==> config.mk <==
export PLATFORM = sky130hd
export DESIGN_NAME = load_align_unit
export DESIGN_NICKNAME = d
export VERILOG_FILES = /design/src/rtl/load_align_pkg.sv /design/src/rtl/load_extract.sv /design/src/rtl/load_align_unit.sv
export SDC_FILE = /design/constraint.sdc
export NUM_CORES = 1
export LEC_CHECK = 0
export CORE_ASPECT_RATIO = 1.2
export CORE_MARGIN = 4
export CORE_UTILIZATION = 50
export DETAILED_ROUTE_END_ITERATION = 7
export PLACE_DENSITY = 0.79
export SLEW_MARGIN = 30
export SYNTH_ARGS = -nofsm -noshare
export SYNTH_HDL_FRONTEND = slang
export SYNTH_SLANG_ARGS = --single-unit
==> constraint.sdc <==
create_clock -name clk -period 2.5 [get_ports clk]
set_clock_uncertainty 0.05 [all_clocks]
set_input_delay 0.5 -clock clk [delete_from_list [all_inputs] [get_ports clk]]
set_output_delay 0.5 -clock clk [all_outputs]
set_load 0.01 [all_outputs]
==> src/rtl/load_align_pkg.sv <==
// Shared encodings, FSM state type and load-size helpers for the load alignment unit.
package load_align_pkg;

    localparam logic [2:0] LDSEL_LB  = 3'b000;
    localparam logic [2:0] LDSEL_LH  = 3'b001;
    localparam logic [2:0] LDSEL_LW  = 3'b010;
    localparam logic [2:0] LDSEL_LBU = 3'b011;
    localparam logic [2:0] LDSEL_LHU = 3'b100;
    localparam logic [2:0] LDSEL_LWU = 3'b101;
    localparam logic [2:0] LDSEL_LD  = 3'b110;

    typedef enum logic [2:0] {
        ST_IDLE  = 3'd0,
        ST_RD0   = 3'd1,
        ST_WAIT0 = 3'd2,
        ST_RD1   = 3'd3,
        ST_WAIT1 = 3'd4,
        ST_RESP  = 3'd5
    } state_e;

    // Access size in bytes; 0 marks an encoding with no defined size.
    function automatic logic [3:0] ldsel_size(input logic [2:0] ldsel);
        case (ldsel)
            LDSEL_LB, LDSEL_LBU: return 4'd1;
            LDSEL_LH, LDSEL_LHU: return 4'd2;
            LDSEL_LW, LDSEL_LWU: return 4'd4;
            LDSEL_LD:            return 4'd8;
            default:             return 4'd0;
        endcase
    endfunction

    function automatic logic ldsel_legal(input logic [2:0] ldsel, input logic is_64);
        case (ldsel)
            LDSEL_LB, LDSEL_LH, LDSEL_LW, LDSEL_LBU, LDSEL_LHU: return 1'b1;
            LDSEL_LWU, LDSEL_LD:                                return is_64;
            default:                                            return 1'b0;
        endcase
    endfunction

    function automatic logic ldsel_signed(input logic [2:0] ldsel);
        return (ldsel == LDSEL_LB) || (ldsel == LDSEL_LH) ||
               (ldsel == LDSEL_LW) || (ldsel == LDSEL_LD);
    endfunction

endpackage

==> src/rtl/load_extract.sv <==
// Combinational byte extraction: shifts a two-word window down by the byte offset,
// keeps the access-sized low bytes and sign- or zero-extends them to XLEN.
module load_extract
    import load_align_pkg::*;
#(
    parameter int XLEN = 32
) (
    input  logic [2*XLEN-1:0]          pair,
    input  logic [$clog2(XLEN/8)-1:0]  off,
    input  logic [2:0]                 ldsel,
    output logic [XLEN-1:0]            result
);

    logic [3:0]      size;
    logic [6:0]      size_bits;
    logic [XLEN-1:0] low;
    logic [XLEN-1:0] mask;
    logic            sign;

    // A full-width access leaves mask all ones, so no extension bits are added.
    always_comb begin
        size      = ldsel_size(ldsel);
        size_bits = {size, 3'b000};
        low       = XLEN'(pair >> {off, 3'b000});
        mask      = '1;
        if (size_bits < 7'(XLEN)) begin
            mask = ~({XLEN{1'b1}} << size_bits);
        end
        case (size)
            4'd1:    sign = low[7];
            4'd2:    sign = low[15];
            4'd4:    sign = low[31];
            4'd8:    sign = low[XLEN-1];
            default: sign = 1'b0;
        endcase
        if (size == 4'd0) begin
            result = '0;
        end else begin
            result = (low & mask) | ((sign && ldsel_signed(ldsel)) ? ~mask : '0);
        end
    end

endmodule

==> src/rtl/load_align_unit.sv <==
// Sequential load alignment unit: issues one or two word reads per load, merges and
// extends the bytes, and returns the result with its destination tag.
module load_align_unit
    import load_align_pkg::*;
#(
    parameter int XLEN        = 32,
    parameter int ADDR_W      = 32,
    parameter bit MISALIGN_EN = 1'b1
) (
    input  logic              clk,
    input  logic              rst_n,
    input  logic              req_valid,
    output logic              req_ready,
    input  logic [ADDR_W-1:0] req_addr,
    input  logic [2:0]        req_ldsel,
    input  logic [4:0]        req_rd,
    output logic              mem_req_valid,
    input  logic              mem_req_ready,
    output logic [ADDR_W-1:0] mem_req_addr,
    input  logic              mem_rsp_valid,
    input  logic [XLEN-1:0]   mem_rsp_data,
    output logic              wb_valid,
    input  logic              wb_ready,
    output logic [XLEN-1:0]   wb_data,
    output logic [4:0]        wb_rd,
    output logic              wb_fault
);

    localparam int BYTES = XLEN / 8;
    localparam int OFF_W = $clog2(BYTES);

    state_e            state_q, state_d;
    logic [OFF_W-1:0]  off_q;
    logic [2:0]        ldsel_q;
    logic [4:0]        rd_q;
    logic              cross_q;
    logic [XLEN-1:0]   word0_q;
    logic [ADDR_W-1:0] mem_addr_q;
    logic [XLEN-1:0]   wb_data_q;
    logic [4:0]        wb_rd_q;
    logic              wb_fault_q;
    logic              req_ready_q;
    logic              mem_req_valid_q;
    logic              wb_valid_q;

    logic [OFF_W-1:0]  req_off;
    logic [4:0]        req_span;
    logic              req_cross;
    logic              req_fault;
    logic [ADDR_W-1:0] word_base;
    logic [2*XLEN-1:0] ext_pair;
    logic [XLEN-1:0]   ext_result;

    assign req_off   = req_addr[OFF_W-1:0];
    assign req_span  = 5'(req_off) + 5'(ldsel_size(req_ldsel));
    assign req_cross = req_span > 5'(BYTES);
    assign req_fault = !ldsel_legal(req_ldsel, XLEN == 64) || (req_cross && !MISALIGN_EN);
    assign word_base = {req_addr[ADDR_W-1:OFF_W], {OFF_W{1'b0}}};

    // The live response is word1 in WAIT1 and word0 otherwise.
    assign ext_pair = (state_q == ST_WAIT1) ? {mem_rsp_data, word0_q}
                                            : {{XLEN{1'b0}}, mem_rsp_data};

    load_extract #(.XLEN(XLEN)) u_extract (
        .pair   (ext_pair),
        .off    (off_q),
        .ldsel  (ldsel_q),
        .result (ext_result)
    );

    always_comb begin
        state_d = state_q;
        case (state_q)
            ST_IDLE:  if (req_valid)     state_d = req_fault ? ST_RESP : ST_RD0;
            ST_RD0:   if (mem_req_ready) state_d = ST_WAIT0;
            ST_WAIT0: if (mem_rsp_valid) state_d = cross_q ? ST_RD1 : ST_RESP;
            ST_RD1:   if (mem_req_ready) state_d = ST_WAIT1;
            ST_WAIT1: if (mem_rsp_valid) state_d = ST_RESP;
            ST_RESP:  if (wb_ready)      state_d = ST_IDLE;
            default:                     state_d = ST_IDLE;
        endcase
    end

    // Handshake outputs are registered from the next state so none depends on an input combinationally.
    always_ff @(posedge clk or negedge rst_n) begin
        if (!rst_n) begin
            state_q         <= ST_IDLE;
            off_q           <= '0;
            ldsel_q         <= '0;
            rd_q            <= '0;
            cross_q         <= 1'b0;
            word0_q         <= '0;
            mem_addr_q      <= '0;
            wb_data_q       <= '0;
            wb_rd_q         <= '0;
            wb_fault_q      <= 1'b0;
            req_ready_q     <= 1'b0;
            mem_req_valid_q <= 1'b0;
            wb_valid_q      <= 1'b0;
        end else begin
            state_q         <= state_d;
            req_ready_q     <= (state_d == ST_IDLE);
            mem_req_valid_q <= (state_d == ST_RD0) || (state_d == ST_RD1);
            wb_valid_q      <= (state_d == ST_RESP);
            case (state_q)
                ST_IDLE: begin
                    if (req_valid) begin
                        off_q      <= req_off;
                        ldsel_q    <= req_ldsel;
                        rd_q       <= req_rd;
                        cross_q    <= req_cross;
                        mem_addr_q <= word_base;
                        if (req_fault) begin
                            wb_data_q  <= '0;
                            wb_rd_q    <= req_rd;
                            wb_fault_q <= 1'b1;
                        end
                    end
                end
                ST_WAIT0: begin
                    if (mem_rsp_valid) begin
                        word0_q <= mem_rsp_data;
                        if (cross_q) begin
                            mem_addr_q <= mem_addr_q + ADDR_W'(BYTES);
                        end else begin
                            wb_data_q  <= ext_result;
                            wb_rd_q    <= rd_q;
                            wb_fault_q <= 1'b0;
                        end
                    end
                end
                ST_WAIT1: begin
                    if (mem_rsp_valid) begin
                        wb_data_q  <= ext_result;
                        wb_rd_q    <= rd_q;
                        wb_fault_q <= 1'b0;
                    end
                end
                default: ;
            endcase
        end
    end

    assign req_ready     = req_ready_q;
    assign mem_req_valid = mem_req_valid_q;
    assign mem_req_addr  = mem_addr_q;
    assign wb_valid      = wb_valid_q;
    assign wb_data       = wb_data_q;
    assign wb_rd         = wb_rd_q;
    assign wb_fault      = wb_fault_q;

endmodule

==> metrics.md <==
| Metric | Value |
|---|---|
| DR pass1 iterations | 5 |
| Simple-gate share of the synthesized area | between 10% and 20% |
| Crit path largest cell delay | 0.40 ns |
| Stages on worst setup path | 7 |
| Synth Flop Type | dfrtp_1 |
| Crit-path slowest cell | dfrtp_1 |
| Setup bufs post-CTS | 0 |
| Initial antenna violation count | 0 |
| Tot GR Track Use | 25.7% |
| Mapped Avg Cell Area | roughly 11 µm² |
| Synthesis Warnings | 0 |
| RSZ-0062 raised after global routing | no |
| Largest net degree at the start of global routing | 47 |
| Clock Tree Buf Depth | 2 |
| Sequential cell area fraction in the yosys report | 42.0% |
| Number of max-cap violations | 0 |
| Peak Freq | ~450 MHz |
| # IOs | 151 |
| Total power | ~12000 µW |
| Post-DRT Antenna Nets | 0 |
| Die height | 137 µm |
| Hpwl dp | roughly 14 mm |
| Post-synthesis register bit count | around 120 |
| Setup_tns | 0 ns |
| Final-report hold violation count | 0 |
| Cts hold-fix bufs | 0 |
| Drt wl/cell | just over 20 µm |
| Critical Path AT | ~2.5 ns |
| Detailed Route Iter0 Violations | around 480 |
| Reg2reg start | state_q[0] |
| Core area | 13800 µm² |
| LEAKAGE | ~0.0038 µW |
| P&R area growth vs syn | 34.2% |
| Multiplexer share of the synthesized area | ~22% |
| Via Count | about 6.3k |
| Final min period | ~2.2 ns |
| Synth area leaders | dfrtp_1 (42%), mux2_2 (8.6%), mux2i_1 (7.6%), mux4_2 (5.2%), o2bb2ai_1 (3.0%) |
| Period utilization | about nine tenths |
| Synth area leader | dfrtp_1 |
| Worst setup SP type | flop |
| CP bufs+invs | 2 |
| Clock Sinks | between 100 and 150 |
| Critical Path RT | about 2.7 ns |
| CP delay by family, top | compound AO/OA/AOI/OAI gates |
| Total CTS buffers | 17 |
| Post-synth EDFFs | 0 |
| Worst setup EP type | flop |
| R2r worst-path depth | 7 |
| Post-Synth XOR/XNOR Area | less than 1% |
| Pwr dens | approximately 1300 nW/µm² |
| Via-to-Cell Ratio | about 6.4 |
| VDD IR max | between 0.0006 and 0.0007 V |
| Grt total ovfl | 0 |
| Syn Inst Count | roughly 650 |
| Clk slew on worst S/H paths | roughly 0.05 ns |
| Post-synth ARST share | 100% |
| Clk_lat worst skew | 0.42 ns |
| Hold WC Path Type | input port to async pin |
| Synthesized area | roughly 7000 µm² |
| Row cnt | 47 |
| Ant diodes | 0 |
| Die Wd | roughly 120 µm |
| GPL Wtd Cong | ~0.9 |
| Die ar. | 15900 µm² |
| Root buf cell | clkbuf_16 |
| Final setup fails | 0 |
| Crit path max fanout | 13 |
| Number of global-route vias before repair | 6497 |
| Post-Synth Adder-Cell Area | 0.826% |
| PortBufs | roughly 150 |
| H-tree levels | 4 |
| Slew at the pin with the worst max-slew slack | about 0.63 ns |
| Layout cells sized above 1 | 18.6% |
| Setup CP Type | flop to flop |
| Synth cell types | 68 |
| Fin nets | slightly below 900 |
| Largest family of logic cells by synthesized area | multiplexers |
| Slew Viols, Final | 0 |
| Synth Area in Compound Gates | between 10% and 20% |
| CTS tree | yes |
| Slew margin rel. | 58.1% |
| Hold Slack | approximately 0.053 ns |
| Cells along the critical path | nor3b_4, buf_4, buf_12, mux2i_1, o21ai_0, o211a_1, a211o_1 |
| First-pass GRT wire length | around 32 mm |
| Critical Path Start | state_q[0] |
| Residual DRC | 0 |
| Top-area cell type share of the netlist area | about 42% |
| Status | finished, final reports clean |
| Final WL | ~20 mm |
| Initial Utilization | between 50% and 60% |
-- cells in the mapped netlist, drive strengths merged, types with 8 or more instances --
master,instances
mux4,16
a31oi,8
nand3,31
a221oi,15
mux2,59
nand2b,10
o21ai,42
mux2i,53
buf,34
o2bb2ai,24
a2bb2oi,9
dfrtp,117
nand4,8
o22ai,10
nor2,29
a21oi,33
clkbuf,20
nand2,37
o22a,10
-- cells in the final DEF (no fill, tap or decap), types with 10 or more instances in the layout --
cell             netlist  layout
clkbuf_16              0      17
mux2i_1               53      53
dfrtp_1              117     116
o21ai_0               31      31
a21oi_1               33      33
nand3_1               31      31
mux4_2                16      16
buf_4                  6      30
clkdlybuf4s50_1        0     147
o22a_1                10      10
nor2_1                28      27
nand2b_1              10      10
o21ai_1               11      11
nand2_1               37      37
o2bb2ai_1             24      24
o22ai_1               10      10
mux2_2                53      53
a221oi_1              14      14
-- worst reg2reg max path, delay by kind of cell (launching register included) --
kind                   cells  cell delay (ns)
buffers and inverters      2             0.39
DFF                        1             0.40
AOI/OAI and AO/OA          3             0.69
muxes                      1             0.27
and+or+nand+nor            1             0.32
-- power breakdown --
part           total [µW]  leakage, µW  internal, µW  switching [µW]
registers            3690      0.00142          2810             885
logic                5780      0.00205          3070            2700
clock network        2290     0.000276          1470             826
total               11800      0.00375          7350            4420
-- routing by layer --
layer	vias up	global-route usage [%]	part of all wire (%)
met3	36	7.95	8.4
met1	3123	31.6	39
met2	310	43.0	51
li1	2781	-	-
met4	0	8.51	1.7
met5	-	0	0
-- state kept, by name (all words and copies together), names as in the netlist, 2 cells and up --
signal / count
mem_req_addr: 30
ldsel_q: 3
off_q: 2
wb_rd: 5
state_q: 3
wb_data: 32
rd_q: 5
word0_q: 32
-- final timing paths --
path,end,slack (ns)
max,wb_data[30],0.27
min,wb_data[22],0.05
max reg2reg,wb_data[30],0.27
min reg2reg,wb_data[5],0.44
max in group asynchronous,mem_req_addr[18],1.61
min in group clk,wb_data[5],0.44
-- repair_timing --
action | CTS | global route
endpoints found under the hold margin | 0 | 0
setup endpoints to repair | 0 | 2
gates resized for setup | 0 | 1
-- layout make-up --
| class | instances | area, µm² |
|---|---|---|
| multi-input combinational | 470 | 3760 |
| sequential | 117 | 2930 |
| timing repair buffer | 186 | 1880 |
| clock inverter | 5 | 50.0 |
| inverter | 6 | 22.5 |
| tap | 171 | 214 |
| clock buffer | 23 | 498 |
| fill | 1016 | 4410 |
-- kinds of logic (layout without fill, tap and decap cells) --
kind of cell,count (synthesis),count (layout)
other,1,2
XOR/XNOR,3,3
flip-flops,117,117
multiplexers,128,128
buffers and inverters,60,220
AO/OA/AOI/OAI,185,185
AND/OR/NAND/NOR,148,148
adder cells (fa/ha/maj),4,4
-- per-stage QoR --
step	instance area, µm²	std cells	utilization [%]	worst slack (ns)
global route	9350	978	68.0	0.161
finish	9350	978	68.0	0.265
global placement	8800	950	63.9	-0.00544
CTS	9340	978	67.9	0.139
floorplan	6970	647	-	0.400
detailed placement	8800	950	63.9	-0.150
(Power assumes the default switching activity.)
